**src/rtl/trans_pkg.sv**
```systemverilog
// Shared types and constants for the transaction-layer flow controller.
// Latency: n/a (definitions only).
// Backpressure: n/a.
package trans_pkg;
    localparam int TH_WIDTH  = 3;
    localparam int CNT_WIDTH = 5;
    localparam int NUM_OUT   = 4;
    localparam int IDX_WIDTH = 3;

    localparam logic [TH_WIDTH-1:0] DEF_TH_AF = 3'd6;
    localparam logic [TH_WIDTH-1:0] DEF_TH_AE = 3'd1;

    typedef enum logic [4:0] {
        ST_RESET  = 5'b00001,
        ST_INIT   = 5'b00010,
        ST_IDLE   = 5'b00100,
        ST_ACTIVE = 5'b01000,
        ST_ERROR  = 5'b10000
    } state_t;

    function automatic logic [NUM_OUT-1:0] dest_onehot(input logic [1:0] dest);
        return NUM_OUT'(1) << dest;
    endfunction
endpackage

```
**src/rtl/trans_flow_ctrl_if.sv**
```systemverilog
// Handshake/status bundle between the flow controller and its FIFOs/consumers.
// Latency: n/a (wires only).
// Backpressure: carried by fifo_almost_full toward the controller.
interface trans_flow_ctrl_if;
    import trans_pkg::*;

    logic                  init;
    logic [TH_WIDTH-1:0]   th_almost_full_in;
    logic [TH_WIDTH-1:0]   th_almost_empty_in;
    logic                  main_empty;
    logic [1:0]            head_dest;
    logic [NUM_OUT-1:0]    fifo_almost_full;
    logic [NUM_OUT-1:0]    fifo_empty;
    logic [NUM_OUT:0]      fifo_error;
    logic [NUM_OUT-1:0]    pop_out;
    logic                  req;
    logic [IDX_WIDTH-1:0]  idx;

    logic [TH_WIDTH-1:0]   th_almost_full;
    logic [TH_WIDTH-1:0]   th_almost_empty;
    logic                  main_pop;
    logic [NUM_OUT-1:0]    demux_push;
    logic                  idle_out;
    logic                  active_out;
    logic                  error_out;
    logic [CNT_WIDTH-1:0]  data_out_cont;
    logic                  valid_cont;

    modport master (
        input  init, th_almost_full_in, th_almost_empty_in, main_empty, head_dest,
               fifo_almost_full, fifo_empty, fifo_error, pop_out, req, idx,
        output th_almost_full, th_almost_empty, main_pop, demux_push,
               idle_out, active_out, error_out, data_out_cont, valid_cont
    );

    modport slave (
        output init, th_almost_full_in, th_almost_empty_in, main_empty, head_dest,
               fifo_almost_full, fifo_empty, fifo_error, pop_out, req, idx,
        input  th_almost_full, th_almost_empty, main_pop, demux_push,
               idle_out, active_out, error_out, data_out_cont, valid_cont
    );
endinterface

```
**src/rtl/trans_cnt_bank.sv**
```systemverilog
// Per-output pop counters with registered readout; TRANS_CTRL_CNT_SAT_EN selects saturate vs wrap.
// Latency: readout valid one cycle after rd_en.
// Backpressure: none, counts every enabled pop.
module trans_cnt_bank
    import trans_pkg::*;
(
    input  logic                 clk,
    input  logic                 reset_L,
    input  logic                 cnt_en,
    input  logic [NUM_OUT-1:0]   pop,
    input  logic                 rd_en,
    input  logic [IDX_WIDTH-1:0] rd_idx,
    output logic [CNT_WIDTH-1:0] rd_dat,
    output logic                 rd_vld
);
    logic [CNT_WIDTH-1:0] cnt [NUM_OUT];

`ifdef TRANS_CTRL_CNT_SAT_EN
    localparam logic [CNT_WIDTH-1:0] CNT_MAX = '1;
`endif

    always_ff @(posedge clk or negedge reset_L) begin
        if (!reset_L) begin
            for (int i = 0; i < NUM_OUT; i++) cnt[i] <= '0;
            rd_vld <= 1'b0;
            rd_dat <= '0;
        end else begin
            for (int i = 0; i < NUM_OUT; i++) begin
                if (cnt_en && pop[i]) begin
`ifdef TRANS_CTRL_CNT_SAT_EN
                    if (cnt[i] != CNT_MAX) cnt[i] <= cnt[i] + 1'b1;
`else
                    cnt[i] <= cnt[i] + 1'b1;
`endif
                end
            end
            // Samples the pre-increment value when a pop lands on the same edge.
            rd_vld <= rd_en;
            rd_dat <= (rd_en && !rd_idx[2]) ? cnt[rd_idx[1:0]] : '0;
        end
    end
endmodule

```
**src/rtl/trans_flow_ctrl.sv**
```systemverilog
// Transaction-layer control FSM: thresholds, main-FIFO pop scheduling, 1-of-4 demux steering (counters: see TRANS_CTRL_CNT_SAT_EN).
// Latency: demux_push follows main_pop by one cycle (main FIFO read latency).
// Backpressure: head word stalls while its destination FIFO is almost-full; no reordering.
module trans_flow_ctrl
    import trans_pkg::*;
(
    input  logic               clk,
    input  logic               reset_L,
    trans_flow_ctrl_if.master  bus
);
    state_t              state;
    logic [TH_WIDTH-1:0] th_af_q;
    logic [TH_WIDTH-1:0] th_ae_q;
    logic                pend_q;
    logic [1:0]          dest_q;
    logic                main_pop;
    logic                cnt_en;
    logic                rd_en;

    assign main_pop = (state == ST_ACTIVE) && !bus.main_empty
                      && !bus.fifo_almost_full[bus.head_dest];

    // A word popped on the edge into ERROR must not be pushed.
    assign bus.demux_push      = (pend_q && state == ST_ACTIVE) ? dest_onehot(dest_q) : '0;
    assign bus.main_pop        = main_pop;
    assign bus.th_almost_full  = th_af_q;
    assign bus.th_almost_empty = th_ae_q;
    assign bus.idle_out        = (state == ST_IDLE);
    assign bus.active_out      = (state == ST_ACTIVE);
    assign bus.error_out       = (state == ST_ERROR);

    assign cnt_en = (state != ST_RESET) && (state != ST_ERROR);
    assign rd_en  = bus.req && (state == ST_IDLE);

    always_ff @(posedge clk or negedge reset_L) begin
        if (!reset_L) begin
            state   <= ST_RESET;
            th_af_q <= DEF_TH_AF;
            th_ae_q <= DEF_TH_AE;
            pend_q  <= 1'b0;
            dest_q  <= '0;
        end else begin
            pend_q <= main_pop;
            if (main_pop) dest_q <= bus.head_dest;
            if (state == ST_INIT) begin
                th_af_q <= bus.th_almost_full_in;
                th_ae_q <= bus.th_almost_empty_in;
            end

            if (state == ST_RESET) begin
                state <= ST_INIT;
            end else if (|bus.fifo_error) begin
                state <= ST_ERROR;
            end else begin
                case (state)
                    ST_INIT:   if (!bus.init) state <= ST_IDLE;
                    ST_IDLE: begin
                        if (bus.init)             state <= ST_INIT;
                        else if (!bus.main_empty) state <= ST_ACTIVE;
                    end
                    ST_ACTIVE: begin
                        if (bus.main_empty && (&bus.fifo_empty) && !pend_q)
                            state <= ST_IDLE;
                    end
                    default: ;
                endcase
            end
        end
    end

    trans_cnt_bank u_cnt_bank (
        .clk     (clk),
        .reset_L (reset_L),
        .cnt_en  (cnt_en),
        .pop     (bus.pop_out),
        .rd_en   (rd_en),
        .rd_idx  (bus.idx),
        .rd_dat  (bus.data_out_cont),
        .rd_vld  (bus.valid_cont)
    );
endmodule

```
**src/flat_wrapper.sv**
```systemverilog
// flat-port wrapper written by rule: the top's interface ports become plain ports
module trans_flow_ctrl_flat import trans_pkg::*;
  (clk, reset_L, bus_init, bus_th_almost_full_in, bus_th_almost_empty_in, bus_main_empty, bus_head_dest, bus_fifo_almost_full, bus_fifo_empty, bus_fifo_error, bus_pop_out, bus_req, bus_idx, bus_th_almost_full, bus_th_almost_empty, bus_main_pop, bus_demux_push, bus_idle_out, bus_active_out, bus_error_out, bus_data_out_cont, bus_valid_cont);
  trans_flow_ctrl_if bus_i ();
  input  logic clk;
  input  logic reset_L;
  input wire logic [$bits(bus_i.init)-1:0] bus_init;
  input wire logic [$bits(bus_i.th_almost_full_in)-1:0] bus_th_almost_full_in;
  input wire logic [$bits(bus_i.th_almost_empty_in)-1:0] bus_th_almost_empty_in;
  input wire logic [$bits(bus_i.main_empty)-1:0] bus_main_empty;
  input wire logic [$bits(bus_i.head_dest)-1:0] bus_head_dest;
  input wire logic [$bits(bus_i.fifo_almost_full)-1:0] bus_fifo_almost_full;
  input wire logic [$bits(bus_i.fifo_empty)-1:0] bus_fifo_empty;
  input wire logic [$bits(bus_i.fifo_error)-1:0] bus_fifo_error;
  input wire logic [$bits(bus_i.pop_out)-1:0] bus_pop_out;
  input wire logic [$bits(bus_i.req)-1:0] bus_req;
  input wire logic [$bits(bus_i.idx)-1:0] bus_idx;
  output wire logic [$bits(bus_i.th_almost_full)-1:0] bus_th_almost_full;
  output wire logic [$bits(bus_i.th_almost_empty)-1:0] bus_th_almost_empty;
  output wire logic [$bits(bus_i.main_pop)-1:0] bus_main_pop;
  output wire logic [$bits(bus_i.demux_push)-1:0] bus_demux_push;
  output wire logic [$bits(bus_i.idle_out)-1:0] bus_idle_out;
  output wire logic [$bits(bus_i.active_out)-1:0] bus_active_out;
  output wire logic [$bits(bus_i.error_out)-1:0] bus_error_out;
  output wire logic [$bits(bus_i.data_out_cont)-1:0] bus_data_out_cont;
  output wire logic [$bits(bus_i.valid_cont)-1:0] bus_valid_cont;
  assign bus_i.init = bus_init;
  assign bus_i.th_almost_full_in = bus_th_almost_full_in;
  assign bus_i.th_almost_empty_in = bus_th_almost_empty_in;
  assign bus_i.main_empty = bus_main_empty;
  assign bus_i.head_dest = bus_head_dest;
  assign bus_i.fifo_almost_full = bus_fifo_almost_full;
  assign bus_i.fifo_empty = bus_fifo_empty;
  assign bus_i.fifo_error = bus_fifo_error;
  assign bus_i.pop_out = bus_pop_out;
  assign bus_i.req = bus_req;
  assign bus_i.idx = bus_idx;
  assign bus_th_almost_full = bus_i.th_almost_full;
  assign bus_th_almost_empty = bus_i.th_almost_empty;
  assign bus_main_pop = bus_i.main_pop;
  assign bus_demux_push = bus_i.demux_push;
  assign bus_idle_out = bus_i.idle_out;
  assign bus_active_out = bus_i.active_out;
  assign bus_error_out = bus_i.error_out;
  assign bus_data_out_cont = bus_i.data_out_cont;
  assign bus_valid_cont = bus_i.valid_cont;
  trans_flow_ctrl u_core (.clk(clk), .reset_L(reset_L), .bus(bus_i));
endmodule
```
**config.mk**
```make
export PLATFORM = sky130hd
export DESIGN_NAME = trans_flow_ctrl_flat
export DESIGN_NICKNAME = d
export VERILOG_FILES = /design/src/rtl/trans_pkg.sv /design/src/rtl/trans_flow_ctrl_if.sv /design/src/rtl/trans_cnt_bank.sv /design/src/rtl/trans_flow_ctrl.sv /design/src/flat_wrapper.sv
export SDC_FILE = /design/constraint.sdc
export NUM_CORES = 1
export LEC_CHECK = 0
export BUFFER_PORTS_ARGS = -buffer_cell sky130_fd_sc_hd__clkbuf_2
export CELL_PAD_IN_SITES_DETAIL_PLACEMENT = 1
export CELL_PAD_IN_SITES_GLOBAL_PLACEMENT = 1
export CORE_MARGIN = 4
export CORE_UTILIZATION = 43
export CTS_CLUSTER_DIAMETER = 80
export CTS_CLUSTER_SIZE = 24
export DETAILED_ROUTE_END_ITERATION = 16
export GPL_ROUTABILITY_DRIVEN = 0
export PLACE_DENSITY_LB_ADDON = 0.1
export SYNTH_ARGS = -nofsm -noshare
export SYNTH_HDL_FRONTEND = slang
export SYNTH_HIERARCHICAL = 1
export SYNTH_SLANG_ARGS = --single-unit
export TNS_END_PERCENT = 10
```
**constraint.sdc**
```tcl
create_clock -name clk -period 2.75 [get_ports clk]
set_input_delay 0.275 -clock clk [delete_from_list [all_inputs] [get_ports clk]]
set_output_delay 0.275 -clock clk [all_outputs]
set_load 0.01 [all_outputs]
```
==> impl_metrics.json, run 1 <==
{
  "postSynthAreaPerCell_um2": 12.33,
  "syn_inst": 155,
  "power_mw": 1.177,
  "grt_pass1_vias": 1517,
  "min_period_ns": 2.042,
  "rsz0062_at_grt": "no",
  "wl_per_cell_um": 17.03,
  "grt_max_degree": 41,
  "cp_max_fo": 8,
  "place_hpwl_um": 3579,
  "initial_core_util_pct": 46.14,
  "viasPerCell": 5.314,
  "drt_iter0_drc": 34,
  "setup_violations": 0,
  "overflow": 0,
  "area_delta_synth_final_pct": 20.09,
  "power.density_nw_per_um2": 512.5,
  "yosysTopAreaCell": "dfrtp_1",
  "htreeDepth": 2,
  "cp_slowest_cell": "dfstp_2",
  "drt_wl_total_um": 4444,
  "dp.cells": 253,
  "n_antenna_cell": 0,
  "synth_edf_count": 0,
  "placed_area_um2": 2202,
  "synth_area_leaders": "dfrtp_1 47%, mux2_2 7.1%, mux4_2 7.1%, xnor2_1 6.4%, dfstp_2 5.5%",
  "portBuffers": 52,
  "clock-root-buffer": "clkbuf_8",
  "clock_path_buffers": 2,
  "core_um2": 4144,
  "synth_top_area_share_pct": 47.12,
  "seq_area_frac_synth_pct": 52.62,
  "ant_nets": 0,
  "fin_skew_ns": 0.007338,
  "synth_flop_cell": "dfrtp_1",
  "cp_cell_sequence": "or3_1, nor3b_1, nor2_1, and2_1, mux2_2",
  "relSlewSlack_pct": 34.45,
  "dr.pass1.iters": 4,
  "track_usage_pct": 17.77,
  "drv_slew": 0,
  "critPathKind": "reg -> reg",
  "max_stage_delay_ns": 0.58,
  "run_status": "finished clean",
  "nets": 247,
  "vias": 1387,
  "route.detailed.drc": 0,
  "drive_gt1_share_pct": 39.81,
  "required_ns": 2.93,
  "dieWidth_um": 74.68,
  "yosys-top-cells-count": "36 x dfrtp_1, 14 x xnor2_1, 12 x mux2_2",
  "stdcell_count": 261,
  "syn_area_um2": 1912,
  "io_pins": 53,
  "power_leakage_nw": 1.136,
  "clock.fmax_mhz": 489.7,
  "start_kind": "register",
  "synth.most_common_cell": "dfrtp_1",
  "cts_tree": "done",
  "antenna_found_initial": 0,
  "setup_tns_ns": 0,
  "die_area_um2": 5577,
  "insertion_delay_ns": 0.29,
  "num_rows": 23,
  "worst_slew_pin_slew_ns": 0.9833,
  "synth.net_count": 192,
  "maxCapViolCount": 0,
  "finalHoldViolCount": 0,
  "numClockSinks": 40,
  "cts_resized": 0,
  "die_h_um": 74.68,
  "ys_seq_elements": 40,
  "synthArstFlopShare_pct": 100.0,
  "finalCritPeriodShare_pct": 74.26,
  "num-fill-cells": 458,
  "grt_pass1_wl_um": 7348,
  "hold_class": "in -> async",
  "worstPathArrival_ns": 2.22,
  "design_area_um2": 2296,
  "yosys_warnings": 6,
  "max-vdd-ir-drop_mv": 0.3774,
  "postCtsHoldBufs": 0,
  "cts_made_buffers": 5,
  "post_cts_buffers": 0,
  "cp-end-kind": "register",
  "ys_types": 32,
  "whs_ns": 0.1352,
  "clk_pin_slew_ns": 0.08
}
## worst paths after layout
| path | startpoint | to | slack [ns] | cells past startpoint |
|---|---|---|---|---|
| worst max register to register | u_core/state[0]$_DFFE_PN1P_ | u_core/u_cnt_bank/cnt[16]$_DFFE_PN0P_ | 0.71 | 5 |
| worst max-delay path | u_core/state[0]$_DFFE_PN1P_ | u_core/u_cnt_bank/cnt[16]$_DFFE_PN0P_ | 0.71 | 5 |
| min in group clk | bus_th_almost_empty_in[2] | u_core/bus.th_almost_empty[2]$_DFFE_PN0N_ | 0.21 | 2 |
| worst min-delay path | reset_L | u_core/bus.th_almost_full[0]$_DFFE_PN0N_ | 0.14 | 1 |
| worst min register to register | u_core/u_cnt_bank/cnt[9]$_DFFE_PN0P_ | u_core/u_cnt_bank/cnt[9]$_DFFE_PN0P_ | 0.48 | 1 |
| max in group asynchronous | reset_L | u_core/state[2]$_DFFE_PN0P_ | 2.01 | 1 |
## area by class of cell
cell class                 count  area, um^2  area share, %
timing repair buffer          52       260.3          11.34
tap                           50       62.56          2.725
inverter                       5       18.77         0.8174
sequential                    40        1006          43.81
multi-input combinational    106       854.6          37.22
clock inverter                 1       7.507         0.3270
clock buffer                   7       86.33          3.760
## per-layer routing
layer  part of all wire, %  GRT usage (%)  routed length, um
met3                   6.8          5.073                303
met4                   1.1          5.336                 48
met1                    42          22.10               1884
met2                    50          30.15               2208
met5                     0              0                  0
## state kept, by name (all words and copies together) (netlist names)
signal / count
u_core/bus.th_almost_empty: 3
u_core/u_cnt_bank/rd_dat: 5
u_core/u_cnt_bank/cnt: 20
u_core/bus.th_almost_full: 3
u_core/u_cnt_bank/rd_vld: 1
u_core/state: 5
u_core/dest_q: 2
u_core/pend_q: 1
## logic make-up (layout without fill, tap and decap cells)
group / Yosys count / after routing / synth area share [%]
compound gates: 12 / 12 / 4.515
xor+xnor: 16 / 16 / 7.330
fa+ha+maj: 4 / 4 / 2.618
buf+inv: 9 / 65 / 2.683
flops: 40 / 40 / 52.62
mux: 18 / 18 / 14.14
simple gates: 56 / 56 / 16.10
## critical path, delay by kind of cell (launching register included)
kind	cells	cell delay (ns)
AND/OR/NAND/NOR	4	0.99
multiplexers	1	0.37
flip-flops	1	0.58
## through the flow
stage	utilization (%)	worst slack [ns]
5_1_grt	55.40	0.5858
6_report	55.40	0.7078
3_3_place_gp	53.14	0.8160
2_1_floorplan	-	0.7329
3_5_place_dp	53.14	0.7087
4_1_cts	55.40	0.6938
## cell usage in the layout (no fill, tap or decap)
master	netlist	final
dfrtp_1	36	36
ha_1	4	4
and3_1	5	5
clkinvlp_4	0	1
and2_1	5	5
a21oi_1	5	5
mux2_2	12	12
nand2_1	7	7
nor2_1	7	7
inv_1	5	5
a211o_1	1	1
o21ai_0	2	2
nor2b_1	5	5
or2_1	1	1
nand2_2	1	1
nand2b_1	2	2
dfstp_2	4	4
nand3_1	7	7
xnor2_1	14	14
o2111ai_2	1	1
clkbuf_1	0	1
nor3b_1	2	2
nor4_1	2	2
xor2_1	2	2
mux4_2	6	6
nor3_1	2	2
a311oi_2	1	1
or3_1	4	4
o21ai_1	1	1
or4_1	1	1
clkbuf_8	0	6
o21bai_1	1	1
nand4_1	5	5
clkbuf_2	2	52
## power by group
| group | total (mW) | internal (mW) | switching, mW |
|---|---|---|---|
| registers | 0.657 | 0.620 | 0.0373 |
| clock network | 0.407 | 0.204 | 0.203 |
| logic | 0.112 | 0.0629 | 0.0492 |
Note: power is estimated with default switching activity, not from simulation.
==> run 2, diff against run 1 <==
CORE_UTILIZATION = 40   (was 43)
clock period = 2 ns   (was 2.75 ns; I/O delays follow)
==> impl_metrics.json, run 2 (synthesis results as in run 1) <==
{
  "run_status": "finished clean",
  "reg2reg_to": "u_core/u_cnt_bank/cnt[16]$_DFFE_PN0P_",
  "clock-root-buffer": "clkbuf_8",
  "cp-endpoint": "bus_demux_push[0]",
  "finalCritPeriodShare_pct": 95.31,
  "p_seq_share_pct": 51.4,
  "clock.fmax_mhz": 524.6,
  "area_delta_synth_final_pct": 24.80,
  "portBuffers": 52,
  "finalHoldViolCount": 0,
  "critPathKind": "reg -> out",
  "htreeDepth": 2,
  "fin_skew_ns": 0.004162,
  "p_clk_share_pct": 39.6,
  "design_area_um2": 2386,
  "setup_violations": 0,
  "utilization_pct": 53.33,
  "rr_worst_depth": 6,
  "worstSetupStartpoint": "u_core/state[2]$_DFFE_PN0P_",
  "hold_class": "in -> reg",
  "start_kind": "register",
  "p_sw_mw": 0.4105,
  "cts_tree": "done",
  "drv_slew": 0,
  "insertion_delay_ns": 0.29,
  "numClockSinks": 40,
  "grt_pass1_vias": 1575,
  "top_register": "u_core/u_cnt_bank/cnt",
  "p_comb_share_pct": 9.0,
  "worstPathArrival_ns": 1.71,
  "die_h_um": 77.14,
  "hold_path_depth": 2,
  "dr.pass1.iters": 4,
  "clock_path_buffers": 2,
  "max-vdd-ir-drop_mv": 0.3744,
  "num-fill-cells": 490,
  "whs_ns": 0.1343,
  "intPower_mw": 1.350,
  "n_antenna_cell": 0,
  "antenna_found_initial": 0,
  "grt_max_degree": 41,
  "core_um2": 4474,
  "mostFrequentLayoutCells": "52 x clkbuf_2, 35 x dfrtp_1, 14 x xnor2_1",
  "power_mw": 1.761,
  "relSlewSlack_pct": 66.54,
  "reg.largest.list": "u_core/u_cnt_bank/cnt: 20 flops, u_core/state: 5 flops, u_core/u_cnt_bank/rd_dat: 5 flops",
  "min_period_ns": 1.906,
  "num_rows": 24,
  "drt_wl_total_um": 4517,
  "cp_max_fo": 6,
  "wl_per_cell_um": 16.92,
  "cts_made_buffers": 5,
  "switching_share_pct": 23.31,
  "place_hpwl_um": 3578,
  "power.density_nw_per_um2": 738.0,
  "route.detailed.drc": 0,
  "initial_core_util_pct": 42.73,
  "overflow": 0,
  "placed_area_um2": 2232,
  "required_ns": 1.80,
  "nets": 251,
  "r2r_slack_ns": 0.10,
  "die_area_um2": 5950,
  "dieWidth_um": 77.14,
  "layout_commonest_cell": "clkbuf_2",
  "ant_nets": 0,
  "viasPerCell": 5.326,
  "drive_gt1_share_pct": 44.19,
  "clk_pin_slew_ns": 0.08,
  "io_pins": 53,
  "cp-end-kind": "output pin",
  "grt_pass1_wl_um": 7672,
  "largest_reg_flops": 20,
  "power_leakage_nw": 1.175,
  "r2r_start": "u_core/state[2]$_DFFE_PN0P_",
  "drt_iter0_drc": 80,
  "track_usage_pct": 16.21,
  "worst_slew_pin_slew_ns": 0.4973,
  "vias": 1422,
  "maxCapViolCount": 0
}
run 2: area by class of cell:
type                    instances  area, um^2  area share [%]
clock buffers                   6       82.58           3.461
clock inverters                 2       38.79           1.626
inverters                       5       18.77          0.7866
multi-input cells             106       880.8           36.92
flip-flops and latches         40        1007           42.21
well taps                      52       65.06           2.727
repair buffers                 56       292.8           12.27
run 2: what timing repair did:
| action | 4_1_cts | 5_1_grt |
|---|---|---|
| endpoints found under the setup margin | 1 | 4 |
| setup buffers | 0 | 0 |
| cloned | 0 | 0 |
| hold buffers | 1 | 0 |
| resized for setup | 1 | 5 |
| hold endpoints to repair | 36 | 0 |
run 2: worst max-delay path, stage by stage, from the launching register on:
cell and delay (ns):
dfrtp_2 0.46, nor2_1 0.15, nand3_2 0.15, inv_1 0.10
and2_1 0.19, nor3b_2 0.21, clkbuf_2 0.16
run 2: routing by layer:
metal,GRT usage [%],up-vias,share of wire (%)
met4,3.203,0,0.80
met5,0,-,0
met2,26.34,51,48
met1,21.38,704,44
li1,-,663,-
met3,5.035,4,6.9
run 2: through the flow:
| step | std cells | TNS (ns) | setup WS, ns |
|---|---|---|---|
| after global routing | 267 | -0.01667 | -0.01472 |
| after global placement | 258 | 0 | 0.2031 |
| after CTS | 267 | 0 | 0.01748 |
| after detailed placement | 258 | 0 | 0.1245 |
| final | 267 | 0 | 0.09387 |
| after floorplan | 155 | 0 | 0.1389 |
run 2: worst min path at each step:
stage	from	to	slack, ns
after floorplan	reset_L	u_core/bus.th_almost_empty[1]$_DFFE_PN0N_	-0.1
after global placement	reset_L	u_core/bus.th_almost_empty[1]$_DFFE_PN0N_	0.28
after detailed placement	reset_L	u_core/bus.th_almost_empty[1]$_DFFE_PN0N_	0.30
after CTS	bus_th_almost_empty_in[1]	u_core/bus.th_almost_empty[1]$_DFFE_PN0N_	0.13
after global routing	bus_th_almost_full_in[0]	u_core/bus.th_almost_full[0]$_DFFE_PN0N_	0.14
final	bus_main_empty	u_core/pend_q$_DFF_PN0_	0.13
run 2: power groups by stage:
| stage | clock network [mW] | logic, mW | registers [mW] |
|---|---|---|---|
| after global placement | 0 | 0.146 | 0.914 |
| after global routing | 0.761 | 0.182 | 0.914 |
| after detailed placement | 0 | 0.161 | 0.920 |
| after CTS | 0.721 | 0.163 | 0.905 |
| final | 0.698 | 0.159 | 0.905 |
| after floorplan | 0 | 0.0802 | 0.906 |
